===== config.mk =====
export PLATFORM = sky130hd
export DESIGN_NAME = led_scan_ctrl
export DESIGN_NICKNAME = d
export VERILOG_FILES = /design/src/rtl/led_matrix_pkg.sv /design/src/rtl/btn_debounce.sv /design/src/rtl/led_scan_ctrl.sv
export SDC_FILE = /design/constraint.sdc
export NUM_CORES = 1
export LEC_CHECK = 0
export BUFFER_PORTS_ARGS = -buffer_cell sky130_fd_sc_hd__buf_2
export CORE_MARGIN = 4
export CORE_UTILIZATION = 60
export CTS_BUF_LIST = sky130_fd_sc_hd__clkbuf_8
export DETAILED_ROUTE_END_ITERATION = 12
export PLACE_DENSITY = 0.77
export SYNTH_ARGS = -nofsm -noshare
export SYNTH_HDL_FRONTEND = slang
export SYNTH_HIERARCHICAL = 1
export SYNTH_SLANG_ARGS = --single-unit

===== constraint.sdc =====
create_clock -name clk -period 6.4 [get_ports clk]
set_clock_uncertainty 0.05 [all_clocks]
set_input_delay 0 -clock clk [delete_from_list [all_inputs] [get_ports clk]]
set_output_delay 0 -clock clk [all_outputs]
set_load 0.02 [all_outputs]

===== src/rtl/led_matrix_pkg.sv =====
// led_matrix_pkg: shared sizes and scan-state encoding for the LED matrix controller
package led_matrix_pkg;
    localparam int NUM_ROWS = 16;
    localparam int NUM_COLS = 16;
    localparam int COL_W    = 4;
    localparam int BTN_W    = 3;

    typedef enum logic [2:0] {
        IDLE,
        LOAD,
        SHIFT_LO,
        SHIFT_HI,
        SETTLE,
        DISPLAY
    } scan_state_e;
endpackage


===== src/rtl/btn_debounce.sv =====
// btn_debounce: synchronizes the CPLD button code and accepts it after DEBOUNCE equal frame samples
module btn_debounce
    import led_matrix_pkg::*;
#(
    parameter int DEBOUNCE = 4
) (
    input  logic             clk,
    input  logic             rst_n,
    input  logic             sample,
    input  logic [BTN_W-1:0] code_in,
    output logic [BTN_W-1:0] code,
    output logic             valid
);
    localparam int CNT_W = $clog2(DEBOUNCE + 1);

    logic [BTN_W-1:0] sync1_q, sync2_q;
    logic [BTN_W-1:0] cand_q, cand_d;
    logic [BTN_W-1:0] code_q, code_d;
    logic [CNT_W-1:0] cnt_q, cnt_d;
    logic             valid_q, valid_d;

    always_comb begin
        cand_d  = cand_q;
        cnt_d   = cnt_q;
        code_d  = code_q;
        valid_d = 1'b0;
        if (sample) begin
            cand_d = sync2_q;
            cnt_d  = (sync2_q != cand_q) ? CNT_W'(1) :
                     (cnt_q == CNT_W'(DEBOUNCE)) ? cnt_q : cnt_q + 1'b1;
        end
        if (cnt_d == CNT_W'(DEBOUNCE) && cand_d != code_q) begin
            code_d  = cand_d;
            valid_d = 1'b1;
        end
    end

    always_ff @(posedge clk or negedge rst_n) begin
        if (!rst_n) begin
            sync1_q <= '0;
            sync2_q <= '0;
            cand_q  <= '0;
            cnt_q   <= '0;
            code_q  <= '0;
            valid_q <= 1'b0;
        end else begin
            sync1_q <= code_in;
            sync2_q <= sync1_q;
            cand_q  <= cand_d;
            cnt_q   <= cnt_d;
            code_q  <= code_d;
            valid_q <= valid_d;
        end
    end

    assign code  = code_q;
    assign valid = valid_q;
endmodule


===== src/rtl/led_scan_ctrl.sv =====
// led_scan_ctrl: frame buffer plus column scan FSM that shifts each row word MSB first into the
// CPLD row register, then lights that column for DWELL cycles; debounces buttons once per frame.
module led_scan_ctrl
    import led_matrix_pkg::*;
#(
    parameter int CLK_DIV  = 2,
    parameter int DWELL    = 1024,
    parameter int DEBOUNCE = 4
) (
    input  logic                clk,
    input  logic                rst_n,
    input  logic                enable,
    input  logic                wr_en,
    input  logic [COL_W-1:0]    wr_col,
    input  logic [NUM_ROWS-1:0] wr_data,
    output logic                row_clk,
    output logic                row_data,
    output logic [COL_W-1:0]    column,
    output logic                column_en,
    input  logic [BTN_W-1:0]    button_code_in,
    output logic [BTN_W-1:0]    button_code,
    output logic                button_valid,
    output logic                frame_done
);
    localparam int DIV_W = $clog2(CLK_DIV + 1);
    localparam int DWL_W = $clog2(DWELL + 1);
    localparam int BIT_W = $clog2(NUM_ROWS);

    scan_state_e         state_q, state_d;
    logic [COL_W-1:0]    col_q, col_d;
    logic [COL_W-1:0]    column_q, column_d;
    logic [NUM_ROWS-1:0] shreg_q, shreg_d;
    logic [BIT_W-1:0]    bit_q, bit_d;
    logic [DIV_W-1:0]    div_q, div_d;
    logic [DWL_W-1:0]    dwell_q, dwell_d;
    logic [NUM_ROWS-1:0] fb_q [NUM_COLS];
    logic [NUM_ROWS-1:0] fb_d [NUM_COLS];
    logic                row_clk_q, row_clk_d;
    logic                row_data_q, row_data_d;
    logic                column_en_q, column_en_d;
    logic                frame_done_q, frame_done_d;
    logic                div_done, dwell_done;

    assign div_done   = div_q == DIV_W'(CLK_DIV - 1);
    assign dwell_done = dwell_q == DWL_W'(DWELL - 1);

    always_comb begin
        state_d      = state_q;
        col_d        = col_q;
        column_d     = column_q;
        shreg_d      = shreg_q;
        bit_d        = bit_q;
        div_d        = div_q;
        dwell_d      = dwell_q;
        frame_done_d = 1'b0;
        fb_d         = fb_q;
        if (wr_en) fb_d[wr_col] = wr_data;
        unique case (state_q)
            IDLE: state_d = LOAD;
            LOAD: begin
                shreg_d = fb_q[col_q];
                bit_d   = '0;
                div_d   = '0;
                state_d = SHIFT_LO;
            end
            SHIFT_LO: begin
                div_d   = div_done ? '0 : div_q + 1'b1;
                state_d = div_done ? SHIFT_HI : SHIFT_LO;
            end
            SHIFT_HI: begin
                div_d = div_done ? '0 : div_q + 1'b1;
                if (div_done) begin
                    shreg_d = shreg_q << 1;
                    bit_d   = bit_q + 1'b1;
                    state_d = (bit_q == BIT_W'(NUM_ROWS - 1)) ? SETTLE : SHIFT_LO;
                end
            end
            SETTLE: begin
                column_d = col_q;
                dwell_d  = '0;
                state_d  = DISPLAY;
            end
            DISPLAY: begin
                dwell_d = dwell_q + 1'b1;
                if (dwell_done) begin
                    col_d        = col_q + 1'b1;
                    frame_done_d = col_q == COL_W'(NUM_COLS - 1);
                    state_d      = LOAD;
                end
            end
            default: state_d = IDLE;
        endcase
        // Dropping enable abandons any partial shift and restarts the scan at column 0.
        if (!enable) begin
            state_d      = IDLE;
            col_d        = '0;
            frame_done_d = 1'b0;
        end
        row_clk_d   = state_d == SHIFT_HI;
        row_data_d  = (state_d == SHIFT_LO || state_d == SHIFT_HI) && shreg_d[NUM_ROWS-1];
        column_en_d = state_d == DISPLAY;
    end

    always_ff @(posedge clk or negedge rst_n) begin
        if (!rst_n) begin
            state_q      <= IDLE;
            col_q        <= '0;
            column_q     <= '0;
            shreg_q      <= '0;
            bit_q        <= '0;
            div_q        <= '0;
            dwell_q      <= '0;
            fb_q         <= '{default: '0};
            row_clk_q    <= 1'b0;
            row_data_q   <= 1'b0;
            column_en_q  <= 1'b0;
            frame_done_q <= 1'b0;
        end else begin
            state_q      <= state_d;
            col_q        <= col_d;
            column_q     <= column_d;
            shreg_q      <= shreg_d;
            bit_q        <= bit_d;
            div_q        <= div_d;
            dwell_q      <= dwell_d;
            fb_q         <= fb_d;
            row_clk_q    <= row_clk_d;
            row_data_q   <= row_data_d;
            column_en_q  <= column_en_d;
            frame_done_q <= frame_done_d;
        end
    end

    btn_debounce #(
        .DEBOUNCE(DEBOUNCE)
    ) u_btn (
        .clk    (clk),
        .rst_n  (rst_n),
        .sample (frame_done_q),
        .code_in(button_code_in),
        .code   (button_code),
        .valid  (button_valid)
    );

    assign row_clk    = row_clk_q;
    assign row_data   = row_data_q;
    assign column     = column_q;
    assign column_en  = column_en_q;
    assign frame_done = frame_done_q;
endmodule


==> results of run 1 <==
layout by cell type (no fill, tap or decap), drive strengths merged, types with 3 or more instances in the layout:
cell type and n:
o21a 4, buf 56, nor3b 4, and3 3, nand2b 6, inv 25, clkinv 5, dfrtp 320
nor2 18, mux2i 22, nand3b 6, mux4 61, dlygate4sd3 29, ha 5, mux2 271, a22oi 30
o31ai 5, nand3 15, xnor2 5, clkbuf 65, nand2 25, nor2b 3, or3 5, nor3 4
a21oi 9, o211ai 3, o311ai 14, nand4 5, xor2 3, nor4 3, o21ai 13, or4 3
stage by stage:
step                total power (uW)  instance area, um^2  std cells
floorplan                       3261                14440        966
global placement                3467                14890       1268
detailed placement              3520                14890       1268
CTS                             5276                16210       1387
global route                    5509                16210       1387
finish                          5230                16210       1387
area by class of cell:
class	count	area share
clock buffers	65	0.05520
clock inverters	25	0.008261
inverters	7	0.001621
multi-input cells	566	0.3764
flip-flops and latches	320	0.4946
well taps	319	0.02463
repair buffers	85	0.03937
state kept, by name (all words and copies together), names as in the netlist, 2 cells and up:
| signal | count |
|---|---|
| fb_q | 256 |
| shreg_q | 16 |
| dwell_q | 11 |
| bit_q | 4 |
| col_q | 4 |
| column | 4 |
| state_q | 3 |
| u_btn/cand_q | 3 |
| u_btn/cnt_q | 3 |
| u_btn/code | 3 |
| u_btn/sync1_q | 3 |
| u_btn/sync2_q | 3 |
| div_q | 2 |
cells in the mapped netlist (all sizes together), types with 4 or more instances:
master,number
dfrtp,320
clkbuf,40
nand2,25
nand3b,6
buf,33
a22oi,30
mux2,271
nor3b,4
mux2i,22
o311ai,14
nand2b,6
nor3,4
a21oi,9
o21a,4
o21ai,13
xnor2,5
nand4,5
inv,6
or3,5
nor2,18
nand3,15
ha,5
mux4,61
o31ai,5
worst paths after layout:
| kind | startpoint | end | cells after the start |
|---|---|---|---|
| worst max register to register | col_q[0]$_DFFE_PN0P_ | row_data$_DFF_PN0_ | 5 |
| min in group clk | button_code_in[1] | u_btn/sync1_q[1]$_DFF_PN0_ | 2 |
| max in group asynchronous | rst_n | fb_q[212]$_DFFE_PN0P_ | 3 |
| worst max-delay path | col_q[0]$_DFFE_PN0P_ | row_data$_DFF_PN0_ | 5 |
| worst min register to register | u_btn/sync1_q[0]$_DFF_PN0_ | u_btn/sync2_q[0]$_DFF_PN0_ | 0 |
| worst min-delay path | rst_n | fb_q[233]$_DFFE_PN0P_ | 2 |
layer usage:
metal  share of wire  global-route usage
met1            0.44              0.3674
met2            0.48              0.3919
met3           0.059             0.04290
met4           0.017             0.06062
met5         0.00022                   0
worst max-delay path: cells and delay by family (launching register included):
| family | cells | cell delay, ns |
|---|---|---|
| buf+inv | 1 | 0.80 |
| compound gates | 1 | 0.10 |
| simple gates | 1 | 0.10 |
| flops | 1 | 0.75 |
| mux | 2 | 0.86 |
cell families (layout without fill, tap and decap cells):
group | count (synthesis) | after routing | synth area share
xor+xnor | 8 | 8 | 0.006414
mux | 354 | 354 | 0.3226
flops | 320 | 320 | 0.5546
buf+inv | 80 | 182 | 0.02478
compound gates | 89 | 89 | 0.04429
fa+ha+maj | 5 | 5 | 0.004333
simple gates | 110 | 110 | 0.04298
repair_timing:
item | in CTS | in global routing
hold buffers | 29 | 0
buffers inserted | 0 | 0
hold endpoints to repair | 400 | 0
gates resized for setup | 0 | 0
power groups by stage:
stage,Sequential [uW],Combinational [uW],Clock (uW)
after floorplan,2630,627,0
after global placement,2710,758,0
after detailed placement,2730,793,0
after CTS,2700,808,1770
after global routing,2750,882,1880
final,2700,801,1730
==> summary.txt, run 1 <==
Status
  • Status: finished clean

Timing
  • Final setup violating endpoints: 0
  • Total negative slack: 0 ns
  • Final hold violations: 0
  • Final WS setup: 3.546 ns
  • Actual slew at the worst max-slew pin: 1.217 ns
  • Slew headroom: 0.1879
  • Final Max Slew Viols: 0
  • Highest clock rate: 0.3503 GHz
  • Fin Hold WS: 0.02049 ns
  • Crit share post-route: 0.4460
  • Period minus WS final: 2.854 ns
  • RSZ-0062 raised after global routing: false

Layout
  • Reg area: 0.008015 mm^2
  • Inserted Diodes: 0
  • Layout area overhead: 12.25%
  • Filler cells: 1,660
  • Ratio of cells with drive above 1 in the final layout: 0.4532
  • Final core utilization: 0.6884
  • Multi-input gate area: 0.006100 mm^2
  • Final nets: 1,063

Setup path
  • CP Capture Type: register
  • Critical path's slowest cell: buf_4
  • Max FO, Critical Path: 48
  • Crit Path Category: reg2reg
  • CP arrival: 3.20 ns
  • CP Launch Type: register
  • Max incr delay on CP: 0.80 ns
  • WP data required: 6.75 ns
  • Crit-path cells: buf_4, mux4_2, mux2_2, nand3_1, a31oi_1
  • Reg2reg setup slack: 3.55 ns

Pwr
  • Switch share: 0.2545
  • P_sw: 1331 uW
  • Worst vdd ir: 212.9 uV
  • Clock power share: 0.331
  • Int Pwr: 3899 uW
  • Reg power frac: 0.516
  • Combinational Power Share: 0.153
  • Leakage: 0.006954 uW
  • PD cells: 322.7 mW/mm^2

Floorplan
  • IO Count: 39
  • Site row count: 56
  • Starting Density: 0.6133
  • Die Height: 163.1 um
  • Die area: 0.02661 mm^2
  • Chip width: 163.1 um
  • Core Region: 0.02354 mm^2

Synth
  • Net Count, Synth: 998
  • Synthesized instance count: 966
  • Yosys cell types: 59
  • Post-synthesis area per instance: 14.95 um^2
  • Post-synth EDFFs: 0
  • Yosys reg bits: 320
  • Asr flop ratio synth: 1.000
  • Yosys warning count: 6
  • Post-Synthesis Cell Area: 0.01444 mm^2
  • Synth top area share: 0.5546
  • Ys flop type: dfrtp_1
  • Top cells by area, synth: dfrtp_1, mux2_2, mux4_2, a22oi_1, mux2i_1
  • Sequential cell area fraction in the yosys report: 0.5546
  • Leading area contributor after synthesis: dfrtp_1

Global routing
  • First-pass GRT wire length: 51,160 um
  • GRT Total Usage: 0.2484
  • Vias in the first global route: 9,005
  • Largest net degree at the start of global routing: 191
  • Gr ovfl total: 0
  • Initial antenna violation count: 1

Drt
  • Drt initial violations: 698
  • Avg WL per Cell: 22.70 um
  • DR vias/cell: 6.203
  • Via count of the routed design: 8,604
  • Number of detailed-route iterations in the first pass: 5
  • Post-Route WL: 31,480 um
  • DRT antenna net count: 0
  • Post-route DRC: 0

Placement
  • Pre-CTS setup slack: 3.484 ns
  • Port bufs: 38
  • DP Wirelength: 18,360 um
  • Placer Congestion: 0.7589

Min path
  • Min-delay worst type: in2async

CTS
  • Worst-Skew Late Latency: 0.57 ns
  • CTS tree: yes
  • CTS root buffer: clkbuf_8
  • Sink Count: 320
  • Max Buffers Root-to-Sink: 3
  • CTS buffer count: 51
  • H-tree depth: 2
  • Clock Pin Slew Worst Setup and Hold Paths: 0.07 ns

Run
  • Number of max-cap violations: 0
No activity file was read; power rests on OpenSTA's default activity.
==> run 2: changes to the inputs <==
clock period = 2.7 ns   (was 6.4 ns; I/O delays follow)
==> run 2 against run 1 <==
Final cell count rose by 1.5%. Sequential share of layout area fell by 0.90 points. Count of clock-buffer cells in the layout rose by 2. Sequential cell count did not move. Worst hold slack improved by 0.012 ns. Register-to-register slack got worse by 3.1 ns. Critical path depth fell by 1. Non-clock buffer count rose by 22. Combinational power rose by 140%. Utilization rose by 1.3 points.
==> summary.txt, run 2 (synthesis results as in run 1) <==
Status
  • Status: finished clean (unchanged)

Placement
  • Pre-CTS setup slack: 0.4247 ns (was 3.484 ns)
  • Placer Congestion: 0.8011 (was 0.7589)
  • DP Wirelength: 19,940 um (was 18,360 um)
  • Port bufs: 38 (unchanged)

Timing
  • Highest clock rate: 0.4417 GHz (was 0.3503 GHz)
  • Slew headroom: 0.2287 (was 0.1879)
  • Crit share post-route: 0.8386 (was 0.4460)
  • Final hold violations: 0 (unchanged)
  • RSZ-0062 raised after global routing: false (unchanged)
  • Final Max Slew Viols: 0 (unchanged)
  • Actual slew at the worst max-slew pin: 1.157 ns (was 1.217 ns)
  • Final WS setup: 0.4358 ns (was 3.546 ns)
  • Final setup violating endpoints: 0 (unchanged)
  • Total negative slack: 0 ns (unchanged)
  • Period minus WS final: 2.264 ns (was 2.854 ns)

Drt
  • Number of detailed-route iterations in the first pass: 4 (was 5)
  • DRT met1 WL: 14,650 um (was 13,990 um)
  • Via count of the routed design: 8,646 (was 8,604)
  • Post-Route WL: 32,370 um (was 31,480 um)
  • DR vias/cell: 6.141 (was 6.203)
  • Drt initial violations: 602 (was 698)
  • Avg WL per Cell: 22.99 um (was 22.70 um)
  • DR WL met3: 1572 um (was 1856 um)
  • Routed wl met2: 15,540 um (was 15,110 um)
  • DRT antenna net count: 0 (unchanged)
  • Highest routed layer: met4 (was met5)
  • Post-route DRC: 0 (unchanged)

Layout
  • Filler cells: 1,652 (was 1,660)
  • Final nets: 1,085 (was 1,063)
  • Ratio of cells with drive above 1 in the final layout: 0.4743 (was 0.4532)
  • Reg area: 0.008015 mm^2 (unchanged)
  • Most frequent cells in the layout: dfrtp_1, mux2_2, clkbuf_8 (unchanged)
  • Final core utilization: 0.7011 (was 0.6884)
  • Largest Register: fb_q (unchanged)
  • Top flop regs: fb_q x256, shreg_q x16, dwell_q x11 (unchanged)
  • Commonest non-fill, non-tap cell in the layout: dfrtp_1 (unchanged)
  • Multi-input gate area: 0.006100 mm^2 (unchanged)
  • Largest register FFs: 256 (unchanged)
  • Layout area overhead: 14.33% (was 12.25%)

CTS
  • Max Buffers Root-to-Sink: 3 (unchanged)
  • CTS buffer count: 51 (unchanged)
  • H-tree depth: 2 (unchanged)
  • Clock Pin Slew Worst Setup and Hold Paths: 0.06 ns (was 0.07 ns)
  • Setup bufs post-CTS: 0 (unchanged)
  • CTS root buffer: clkbuf_8 (unchanged)
  • CTS tree: yes (unchanged)
  • Sink Count: 320 (unchanged)
  • Worst-Skew Late Latency: 0.58 ns (was 0.57 ns)

Global routing
  • Largest net degree at the start of global routing: 86 (was 191)
  • First-pass GRT wire length: 51,870 um (was 51,160 um)
  • Initial antenna violation count: 1 (unchanged)
  • Vias in the first global route: 9,146 (was 9,005)
  • GRT Total Usage: 0.2535 (was 0.2484)
  • Gr ovfl total: 0 (unchanged)

Floorplan
  • Starting Density: 0.6133 (unchanged)
  • Die Height: 163.1 um (unchanged)
  • IO Count: 39 (unchanged)
  • Site row count: 56 (unchanged)
  • Chip width: 163.1 um (unchanged)
  • Core Region: 0.02354 mm^2 (unchanged)
  • Die area: 0.02661 mm^2 (unchanged)

Setup path
  • CP Launch Type: register (unchanged)
  • WP data required: 3.07 ns (was 6.75 ns)
  • CP delay by family, top: flip-flops (was multiplexers)
  • Max FO, Critical Path: 39 (was 48)
  • Max incr delay on CP: 0.86 ns (was 0.80 ns)
  • CP Capture Type: register (unchanged)
  • CP arrival: 2.63 ns (was 3.20 ns)
  • Critical path's slowest cell: dfrtp_4 (was buf_4)
  • Worst Path Buf+Inv: 1 (unchanged)
  • Crit-path cells: buf_4, mux4_2, a22oi_1, o311ai_0 (was buf_4, mux4_2, mux2_2, nand3_1, a31oi_1)
  • Crit Path Category: reg2reg (unchanged)

Pwr
  • Total Power: 12,730 uW (was 5230 uW)
  • Worst vdd ir: 512.6 uV (was 212.9 uV)
  • PD cells: 771.3 mW/mm^2 (was 322.7 mW/mm^2)
  • Leakage: 0.007096 uW (was 0.006954 uW)

Min path
  • Min-delay worst type: in2reg (was in2async)

Run
  • Number of max-cap violations: 0 (unchanged)
==> run 2: area by class of cell <==
type,instances,share of cell area
Sequential cell,320,0.4856
Tap cell,319,0.02418
Multi-Input combinational cell,566,0.3695
Clock inverter,21,0.01061
Inverter,7,0.001592
Clock buffer,67,0.05587
Timing Repair Buffer,107,0.05246
Antenna cell,1,0.0001516
==> run 2: power breakdown <==
part / switching (uW) / total, uW / internal [uW]
Sequential: 565 / 6390 / 5830
Clock: 1870 / 4370 / 2500
Combinational: 764 / 1960 / 1200
==> run 2: final timing paths <==
path | from | end | slack [ns] | cells after the start
max | col_q[0]$_DFFE_PN0P_ | shreg_q[2]$_DFFE_PN0P_ | 0.44 | 4
min | wr_col[0] | fb_q[163]$_DFFE_PN0P_ | 0.03 | 4
max reg2reg | col_q[0]$_DFFE_PN0P_ | shreg_q[2]$_DFFE_PN0P_ | 0.44 | 4
min in group asynchronous | rst_n | fb_q[103]$_DFFE_PN0P_ | 0.53 | 4
min reg2reg | u_btn/sync1_q[0]$_DFF_PN0_ | u_btn/sync2_q[0]$_DFF_PN0_ | 0.30 | 0
max in group asynchronous | rst_n | fb_q[238]$_DFFE_PN0P_ | 1.60 | 4
==> run 2: layer usage <==
metal  up-vias  global-route usage
met5         -                   0
met3        52             0.04037
met4         0             0.06481
met2       209              0.4008
met1      4592              0.3748
li1       3793                   -
==> run 2: tightest hold or removal path: stages <==
cell and delay [ns]:
buf_2 0.14, nand2b_1 0.16, nor2_2 0.09, mux2_2 0.22
==> run 2: what timing repair did <==
action,4_1_cts,5_1_grt
hold buffers,27,0
resized for setup,0,0
hold endpoints to repair,590,0
==> run 2: through the flow <==
stage                     cell area, um^2  hold slack [ns]  instances
after floorplan                     14440          -0.3456        966
after global placement              15120          -0.1120       1292
after detailed placement            15120          -0.1100       1292
after CTS                           16500         0.005230       1407
after global routing                16510          0.01908       1408
final                               16510          0.03294       1408
